[src/rtl/fpu_pkg.sv]
// Shared FPU definitions: rounding modes, fflags layout, format geometry,
// canonical NaNs and operand classification.
package fpu_pkg;

  localparam logic [2:0] RM_RNE = 3'b000;
  localparam logic [2:0] RM_RTZ = 3'b001;
  localparam logic [2:0] RM_RDN = 3'b010;
  localparam logic [2:0] RM_RUP = 3'b011;
  localparam logic [2:0] RM_RMM = 3'b100;

  localparam int FLAG_NV = 4;
  localparam int FLAG_DZ = 3;
  localparam int FLAG_OF = 2;
  localparam int FLAG_UF = 1;
  localparam int FLAG_NX = 0;

  localparam int SP_EXP_W = 8;
  localparam int SP_MAN_W = 23;
  localparam int SP_BIAS  = 127;
  localparam int DP_EXP_W = 11;
  localparam int DP_MAN_W = 52;
  localparam int DP_BIAS  = 1023;
  localparam int SD_REBIAS = DP_BIAS - SP_BIAS;

  localparam logic [63:0] DP_QNAN    = 64'h7FF8_0000_0000_0000;
  localparam logic [31:0] SP_QNAN    = 32'h7FC0_0000;
  localparam logic [31:0] NANBOX     = 32'hFFFF_FFFF;
  localparam logic [30:0] SP_MAX_MAG = 31'h7F7F_FFFF;
  localparam logic [30:0] SP_INF_MAG = 31'h7F80_0000;

  typedef enum logic [2:0] {
    CLS_ZERO, CLS_SUB, CLS_NORM, CLS_INF, CLS_QNAN, CLS_SNAN
  } fp_class_e;

  function automatic fp_class_e classify(input logic exp_zero, input logic exp_ones,
                                         input logic man_zero, input logic man_msb);
    if (exp_zero)      return man_zero ? CLS_ZERO : CLS_SUB;
    else if (!exp_ones) return CLS_NORM;
    else if (man_zero)  return CLS_INF;
    else                return man_msb ? CLS_QNAN : CLS_SNAN;
  endfunction

endpackage

[src/rtl/fp_round.sv]
// Generic significand rounder driven by guard/round/sticky; shared by the
// converter and the arithmetic units.
module fp_round
  import fpu_pkg::*;
#(
  parameter int WIDTH = 24
) (
  input  logic             sign,
  input  logic [2:0]       rm,
  input  logic [WIDTH-1:0] sig,
  input  logic             guard,
  input  logic             round,
  input  logic             sticky,
  output logic [WIDTH-1:0] sig_out,
  output logic             carry,
  output logic             inexact
);

  logic round_up;

  always_comb begin
    inexact = guard | round | sticky;
    case (rm)
      RM_RTZ:  round_up = 1'b0;
      RM_RDN:  round_up = sign & inexact;
      RM_RUP:  round_up = ~sign & inexact;
      RM_RMM:  round_up = guard;
      // Reserved encodings fall back to round-to-nearest-even.
      default: round_up = guard & (round | sticky | sig[0]);
    endcase
    {carry, sig_out} = {1'b0, sig} + {{WIDTH{1'b0}}, round_up};
  end

endmodule

[src/rtl/fcvt_sd_pipe.sv]
// Three-stage single<->double converter (unpack / convert / round-pack) with
// valid/ready on both sides; the whole pipe freezes while the output is stalled.
module fcvt_sd_pipe
  import fpu_pkg::*;
#(
  parameter int BUS_WIDTH = 64,
  parameter int TAG_WIDTH = 5,
  parameter int STAGES    = 3
) (
  input  logic                 clk,
  input  logic                 rst_n,
  input  logic                 in_valid,
  output logic                 in_ready,
  input  logic                 in_op,
  input  logic [2:0]           in_rm,
  input  logic [BUS_WIDTH-1:0] in_data,
  input  logic [TAG_WIDTH-1:0] in_tag,
  output logic                 out_valid,
  input  logic                 out_ready,
  output logic [BUS_WIDTH-1:0] out_data,
  output logic [4:0]           out_flags,
  output logic [TAG_WIDTH-1:0] out_tag
);

  if (BUS_WIDTH != 64 || STAGES != 3) begin : g_bad_cfg
    $error("fcvt_sd_pipe supports only BUS_WIDTH=64 and STAGES=3");
  end

  logic stall;
  assign stall    = out_valid & ~out_ready;
  assign in_ready = ~stall;

  // Stage 1: unpack and classify.
  logic                 s1_valid, s1_op, s1_sign;
  logic [2:0]           s1_rm;
  logic [TAG_WIDTH-1:0] s1_tag;
  fp_class_e            s1_cls;
  logic [10:0]          s1_exp;
  logic [51:0]          s1_man;
  logic                 u_sign;
  fp_class_e            u_cls;
  logic [10:0]          u_exp;
  logic [51:0]          u_man;

  // NOTE: every signal written in always_comb gets a default first, so no path leaves it unassigned and no latch is inferred.
  always_comb begin
    u_sign = 1'b0;
    u_exp  = '0;
    u_man  = '0;
    u_cls  = CLS_QNAN;
    if (in_op) begin
      u_sign = in_data[63];
      u_exp  = in_data[62:52];
      u_man  = in_data[51:0];
      u_cls  = classify(~|in_data[62:52], &in_data[62:52], ~|in_data[51:0], in_data[51]);
    end else if (&in_data[63:32]) begin
      u_sign = in_data[31];
      u_exp  = {3'b000, in_data[30:23]};
      u_man  = {in_data[22:0], 29'b0};
      u_cls  = classify(~|in_data[30:23], &in_data[30:23], ~|in_data[22:0], in_data[22]);
    end
  end

  // Stage 2: convert. S->D is exact and fully packed here; D->S leaves a
  // 24-bit significand plus guard/round/sticky for the rounder.
  logic                 s2_valid, s2_sign, s2_special, s2_sub, s2_g, s2_r, s2_s;
  logic [2:0]           s2_rm;
  logic [TAG_WIDTH-1:0] s2_tag;
  logic [63:0]          s2_spec_data;
  logic [4:0]           s2_spec_flags;
  logic [23:0]          s2_sig;
  logic [11:0]          s2_exp;
  logic                 c_special, c_sub, c_st;
  logic [63:0]          c_spec_data;
  logic [4:0]           c_spec_flags;
  logic [11:0]          c_exp;
  logic signed [11:0]   e_pre;
  logic [4:0]           lzc, sh;
  logic [51:0]          sub_man;
  logic [25:0]          v, lost_mask;

  always_comb begin
    c_special    = 1'b1;
    c_sub        = 1'b0;
    c_spec_data  = '0;
    c_spec_flags = '0;
    c_exp        = '0;
    c_st         = 1'b0;
    e_pre        = '0;
    sh           = '0;
    v            = '0;
    lost_mask    = '0;
    lzc          = '0;
    for (int i = 29; i <= 51; i++) if (s1_man[i]) lzc = 5'(51 - i);
    sub_man = s1_man << (lzc + 5'd1);
    if (!s1_op) begin
      case (s1_cls)
        CLS_ZERO: c_spec_data = {s1_sign, 63'b0};
        CLS_SUB:  c_spec_data = {s1_sign, 11'(SD_REBIAS) - {6'b0, lzc}, sub_man};
        CLS_NORM: c_spec_data = {s1_sign, s1_exp + 11'(SD_REBIAS), s1_man};
        CLS_INF:  c_spec_data = {s1_sign, 11'h7FF, 52'b0};
        CLS_SNAN: begin
          c_spec_data           = DP_QNAN;
          c_spec_flags[FLAG_NV] = 1'b1;
        end
        default:  c_spec_data = DP_QNAN;
      endcase
    end else begin
      case (s1_cls)
        CLS_ZERO: c_spec_data = {NANBOX, s1_sign, 31'b0};
        CLS_INF:  c_spec_data = {NANBOX, s1_sign, SP_INF_MAG};
        CLS_QNAN: c_spec_data = {NANBOX, SP_QNAN};
        CLS_SNAN: begin
          c_spec_data           = {NANBOX, SP_QNAN};
          c_spec_flags[FLAG_NV] = 1'b1;
        end
        default: begin
          c_special = 1'b0;
          e_pre = ((s1_cls == CLS_NORM) ? $signed({1'b0, s1_exp}) : 12'sd1) - 12'sd896;
          v     = {s1_cls == CLS_NORM, s1_man[51:27]};
          c_st  = |s1_man[26:0];
          if (e_pre <= 12'sd0) begin
            // Denormalise: shift right by 1-e, capped at 26 so everything lands in sticky.
            sh        = (e_pre < -12'sd25) ? 5'd26 : 5'(12'sd1 - e_pre);
            lost_mask = ~(26'h3FF_FFFF << sh);
            c_st      = c_st | (|(v & lost_mask));
            v         = v >> sh;
            c_sub     = 1'b1;
          end else begin
            c_exp = e_pre;
          end
        end
      endcase
    end
  end

  // Stage 3: round and pack.
  logic [23:0] r_sig;
  logic        r_carry, r_nx, of_max;
  logic [11:0] r_exp;
  logic [63:0] res_data;
  logic [4:0]  res_flags;

  fp_round #(.WIDTH(24)) u_round (
    .sign    (s2_sign),
    .rm      (s2_rm),
    .sig     (s2_sig),
    .guard   (s2_g),
    .round   (s2_r),
    .sticky  (s2_s),
    .sig_out (r_sig),
    .carry   (r_carry),
    .inexact (r_nx)
  );

  always_comb begin
    r_exp     = s2_exp + {11'b0, r_carry};
    res_data  = s2_spec_data;
    res_flags = s2_spec_flags;
    of_max    = 1'b0;
    if (!s2_special) begin
      res_flags = '0;
      if (s2_sub) begin
        // A carry into bit 23 promotes the subnormal to the minimum normal.
        res_data           = {NANBOX, s2_sign, 7'b0, r_sig[23], r_sig[22:0]};
        res_flags[FLAG_UF] = r_nx & ~r_sig[23];
        res_flags[FLAG_NX] = r_nx;
      end else if (r_exp >= 12'd255) begin
        case (s2_rm)
          RM_RTZ:  of_max = 1'b1;
          RM_RDN:  of_max = ~s2_sign;
          RM_RUP:  of_max = s2_sign;
          default: of_max = 1'b0;
        endcase
        res_data           = {NANBOX, s2_sign, of_max ? SP_MAX_MAG : SP_INF_MAG};
        res_flags[FLAG_OF] = 1'b1;
        res_flags[FLAG_NX] = 1'b1;
      end else begin
        res_data           = {NANBOX, s2_sign, r_exp[7:0], r_sig[22:0]};
        res_flags[FLAG_NX] = r_nx;
      end
    end
  end

  always_ff @(posedge clk or negedge rst_n) begin
    if (!rst_n) begin
      s1_valid  <= 1'b0;
      s2_valid  <= 1'b0;
      out_valid <= 1'b0;
      out_data  <= '0;
      out_flags <= '0;
      out_tag   <= '0;
    end else if (!stall) begin
      s1_valid  <= in_valid;
      s2_valid  <= s1_valid;
      out_valid <= s2_valid;
      if (s2_valid) begin
        out_data  <= res_data;
        out_flags <= res_flags;
        out_tag   <= s2_tag;
      end
    end
  end

  // NOTE: the stage payload has no reset; it is only ever observed under its valid bit.
  always_ff @(posedge clk) begin
    if (!stall) begin
      s1_op         <= in_op;
      s1_rm         <= in_rm;
      s1_tag        <= in_tag;
      s1_sign       <= u_sign;
      s1_cls        <= u_cls;
      s1_exp        <= u_exp;
      s1_man        <= u_man;
      s2_rm         <= s1_rm;
      s2_tag        <= s1_tag;
      s2_sign       <= s1_sign;
      s2_special    <= c_special;
      s2_spec_data  <= c_spec_data;
      s2_spec_flags <= c_spec_flags;
      s2_sub        <= c_sub;
      s2_exp        <= c_exp;
      s2_sig        <= v[25:2];
      s2_g          <= v[1];
      s2_r          <= v[0];
      s2_s          <= c_st;
    end
  end

endmodule

[config.mk]
export PLATFORM = sky130hd
export DESIGN_NAME = fcvt_sd_pipe
export DESIGN_NICKNAME = d
export VERILOG_FILES = /design/src/rtl/fpu_pkg.sv /design/src/rtl/fp_round.sv /design/src/rtl/fcvt_sd_pipe.sv
export SDC_FILE = /design/constraint.sdc
export NUM_CORES = 1
export LEC_CHECK = 0
export BUFFER_PORTS_ARGS = -buffer_cell sky130_fd_sc_hd__buf_2
export CAP_MARGIN = 20
export CORE_MARGIN = 3
export CORE_UTILIZATION = 38
export DETAILED_ROUTE_END_ITERATION = 8
export HOLD_SLACK_MARGIN = 0.08
export PLACE_DENSITY = 0.57
export REMOVE_ABC_BUFFERS = 1
export SYNTH_ARGS = -nofsm -noshare
export SYNTH_HDL_FRONTEND = slang
export SYNTH_SLANG_ARGS = --single-unit
[constraint.sdc]
create_clock -name clk -period 8.3 [get_ports clk]
set_input_delay 0 -clock clk [delete_from_list [all_inputs] [get_ports clk]]
set_output_delay 0 -clock clk [all_outputs]
set_load 0.005 [all_outputs]
==> reports/metrics.cfg <==
[detailed_routing]
postRouteAntennaNets=0
detail_route.iter0.violations=2411
detailroute.via_count=17393
drt-vias-per-instance=6.20
routed_wl_um=74400
avgRoutedWirePerCell_um=26.5
drcViolationCount=0
drt_pre_antenna_iters=8

[grt]
grt_max_degree=102
grt_util_all_layers_pct=28.7
grt_pass1_wl_um=110000
grtUsageMet3_pct=5.26
grt_antenna_before_repair=1
grt.met2_usage_pct=43.1
grt_remaining_overflow=0
top_usage_layer=met2
use_met1_pct=41.1
first_global_vias=16610

[power]
power_frac_seq_pct=35.8
switching_share_pct=41.5
p_switching_mw=2.57
power_per_cell_area_mw_per_mm2=286
power.static_leakage_nw=8.45
comb_power_share_pct=42.7
irDropWorstVdd_uv=172
share_clk_of_total_power_pct=21.5
p_int_mw=3.62

[synth]
ys_seq_elements=267
postSynth.topFlopCell=edfxtp_1
number_of_distinct_library_cell_variants_in_the_gate_level_netlist_after_synthesis=93
synth_sequential_area_ratio_pct=41.4
syn_warnings=0
avg_cell_area_syn_sq_um=9.16
post_synthesis_instance_area_sq_mm=0.0184
synth-edff-count=191
syn-instance-count=2014
share_of_async_settable_or_async_resettable_flops_after_synthesis_pct=28.5

[cts]
cts_setup_buffers=0
worst_skew_pair.late_latency_ns=0.59
number_of_clock_sinks=267
clkSlewWorstSetupHoldPaths_ns=0.06
number_of_h_tree_branching_levels=1
cts_tree=yes
cts_max_path_buffers=3
clock-root-buffer=clkbuf_16
cts_made_buffers=30

[setup_path]
cp_slowest_cell=edfxtp_1
critical_path_class=reg2reg
worst-r2r-cell-count=14
cell_repeated_most_along_the_worst_path=mux2i_1
required_ns=8.61
worst_path_largest_cell_delay_ns=0.92
wp_buf_inv=2
path_max_fanout=26
setup.reg_to_reg.worst_slack_ns=2.36
setup.worst_path.end_class=flip-flop
critical-path-top-delay-family=simple AND/OR/NAND/NOR gates
crit_chain=nand2b_1 > and3_1 > and2_1 > o21ai_2 > nand2_2 > buf_4 > inv_2 > ha_1 > xnor2_4 > mux2i_1 > mux4_2 > mux2i_1 > a221oi_1 > o21ai_0
cp-start-kind=flip-flop
critical_path_cell_count=14
worstPathArrival_ns=6.25

[timing]
setup_tns_ns=0
worst_pin_slew_ns=1.18
final.setup_skew_ns=0.0268
finalWorstSetupSlack_ns=2.36
grt_setup_unrepaired=no
setup_violations=0
timing.final.hold_violations=0
timing.final.max_slew_violations=0
worst_relative_slew_slack_pct=20.9
period_minus_slack_ns=5.94
final.period_utilization_pct=71.6
timing.fmax_mhz=168

[floorplan]
floorplan.initialDensity_pct=38.6
fp.dieArea_sq_mm=0.0512
die_x_um=226
top_level_port_count=153
die_y_um=226
placementRows=80
core_sq_mm=0.0478

[layout]
layout_cells_sized_above_1_pct=15.9
final.fill_count=4665
growth_of_design_area_from_synthesis_to_finish_pct=17.3
antenna_cells_inserted=0
nets=2254

[placement]
dp_slack_ns=2.57
port-buffer-count=151
post-dp-hpwl_um=54100
gp_congestion=1.05

[min_path]
min_path_cells=2
hold_path.class=in2reg

[status]
result_of_the_run=complete, no violations

[run]
drv_cap=0

layout make-up:
type / count / area (sq um) / area share (%)
multi-input combinational: 1549 / 10100 / 46.5
sequential: 267 / 7640 / 35.3
timing repair buffer: 295 / 2080 / 9.63
clock buffer: 43 / 871 / 4.03
tap: 615 / 769 / 3.56
clock inverter: 12 / 113 / 0.521
inverter: 25 / 93.8 / 0.434
logic make-up (layout without fill, tap and decap cells):
group           count (synthesis)  in the layout  share of synthesized area, %
fa+ha+maj                       9              9                         0.610
buf+inv                       199            375                          4.56
mux                           199            199                          13.0
xor+xnor                       43             43                          2.20
simple gates                  743            743                          19.4
compound gates                553            553                          18.9
flops                         267            267                          41.4
other cells                     1              2                        0.0203
cells in the mapped netlist (21+ instances only):
cell type / count / area share (%)
a21oi_1: 122 / 3.3
a31oi_1: 23 / 0.78
and2_1: 44 / 1.5
and3_1: 30 / 1.0
buf_2: 27 / 0.73
clkbuf_1: 123 / 2.5
dfrtp_1: 76 / 10
edfxtp_1: 191 / 31
inv_1: 23 / 0.47
mux2_2: 44 / 2.7
mux2i_1: 125 / 6.8
mux4_2: 27 / 3.3
nand2_1: 293 / 6.0
nand3_1: 52 / 1.4
nand4_1: 21 / 0.71
nor2_1: 110 / 2.2
nor2b_1: 47 / 1.6
nor3_1: 56 / 1.5
nor4_1: 31 / 1.1
o211ai_1: 35 / 1.4
o21ai_0: 187 / 5.1
o22ai_1: 23 / 0.78
xnor2_1: 27 / 1.3
what timing repair did:
item	4_1_cts	5_1_grt
gates resized for setup	0	0
hold endpoints to repair	152	0
hold buffers	97	0
cell usage in the layout (no fill, tap or decap), drive strengths merged, types with 26 or more instances in the layout:
cell,instances
nor2,111
nand2,294
mux2i,125
nor2b,47
buf,198
a21oi,123
nor3,59
clkbuf,43
edfxtp,191
dlygate4sd3,97
and2,44
o21ai,190
dfrtp,76
o211ai,36
xnor2,29
nand3,52
and3,30
mux4,27
mux2,47
nor4,33
inv,26
power groups by stage:
| stage | logic, mW | registers, mW | clock network (mW) |
|---|---|---|---|
| after floorplan | 1.54 | 2.14 | 0 |
| after detailed placement | 2.55 | 2.23 | 0 |
| after CTS | 2.60 | 2.20 | 1.36 |
| after global routing | 2.84 | 2.25 | 1.42 |
| final | 2.64 | 2.22 | 1.33 |
| after global placement | 2.57 | 2.22 | 0 |
flip-flops by register name (all words and copies together), names as in the netlist, 3 cells and up:
name          flops
s2_tag            5
s2_sig           24
s1_cls            3
s1_man           52
s1_exp           11
s1_rm             3
s2_rm             3
s1_tag            5
out_data         64
s2_spec_data     64
out_flags         4
s2_exp           12
out_tag           5
stage by stage:
step | hold WS (ns) | std cells | total power [mW] | utilization (%) | cell area, sq um
floorplan | -0.296 | 1841 | 3.68 | - | 17700
global placement | -0.141 | 2654 | 4.79 | 41.1 | 19700
detailed placement | -0.133 | 2654 | 4.78 | 41.1 | 19700
CTS | 0.106 | 2806 | 6.16 | 45.2 | 21600
global route | 0.116 | 2806 | 6.50 | 45.2 | 21600
finish | 0.128 | 2806 | 6.19 | 45.2 | 21600
worst paths after layout:
kind,start,endpoint
max,s1_man[51]$_DFFE_PN_,s2_spec_data[41]$_DFFE_PN_
max in group asynchronous,rst_n,out_data[57]$_DFFE_PN0P_
max reg2reg,s1_man[51]$_DFFE_PN_,s2_spec_data[41]$_DFFE_PN_
min,in_tag[0],s1_tag[0]$_DFFE_PN_
min in group asynchronous,rst_n,out_data[25]$_DFFE_PN0P_
min reg2reg,s1_tag[3]$_DFFE_PN_,s2_tag[3]$_DFFE_PN_
layer usage:
| layer | vias up | wire length, um | part of all wire, % |
|---|---|---|---|
| met5 | - | 12 | 0.016 |
| met3 | 179 | 6970 | 9.4 |
| met2 | 989 | 32300 | 43 |
| met1 | 8402 | 31900 | 43 |
| li1 | 7821 | - | - |
| met4 | 2 | 3220 | 4.3 |
Note: power is estimated with default switching activity, not from simulation.
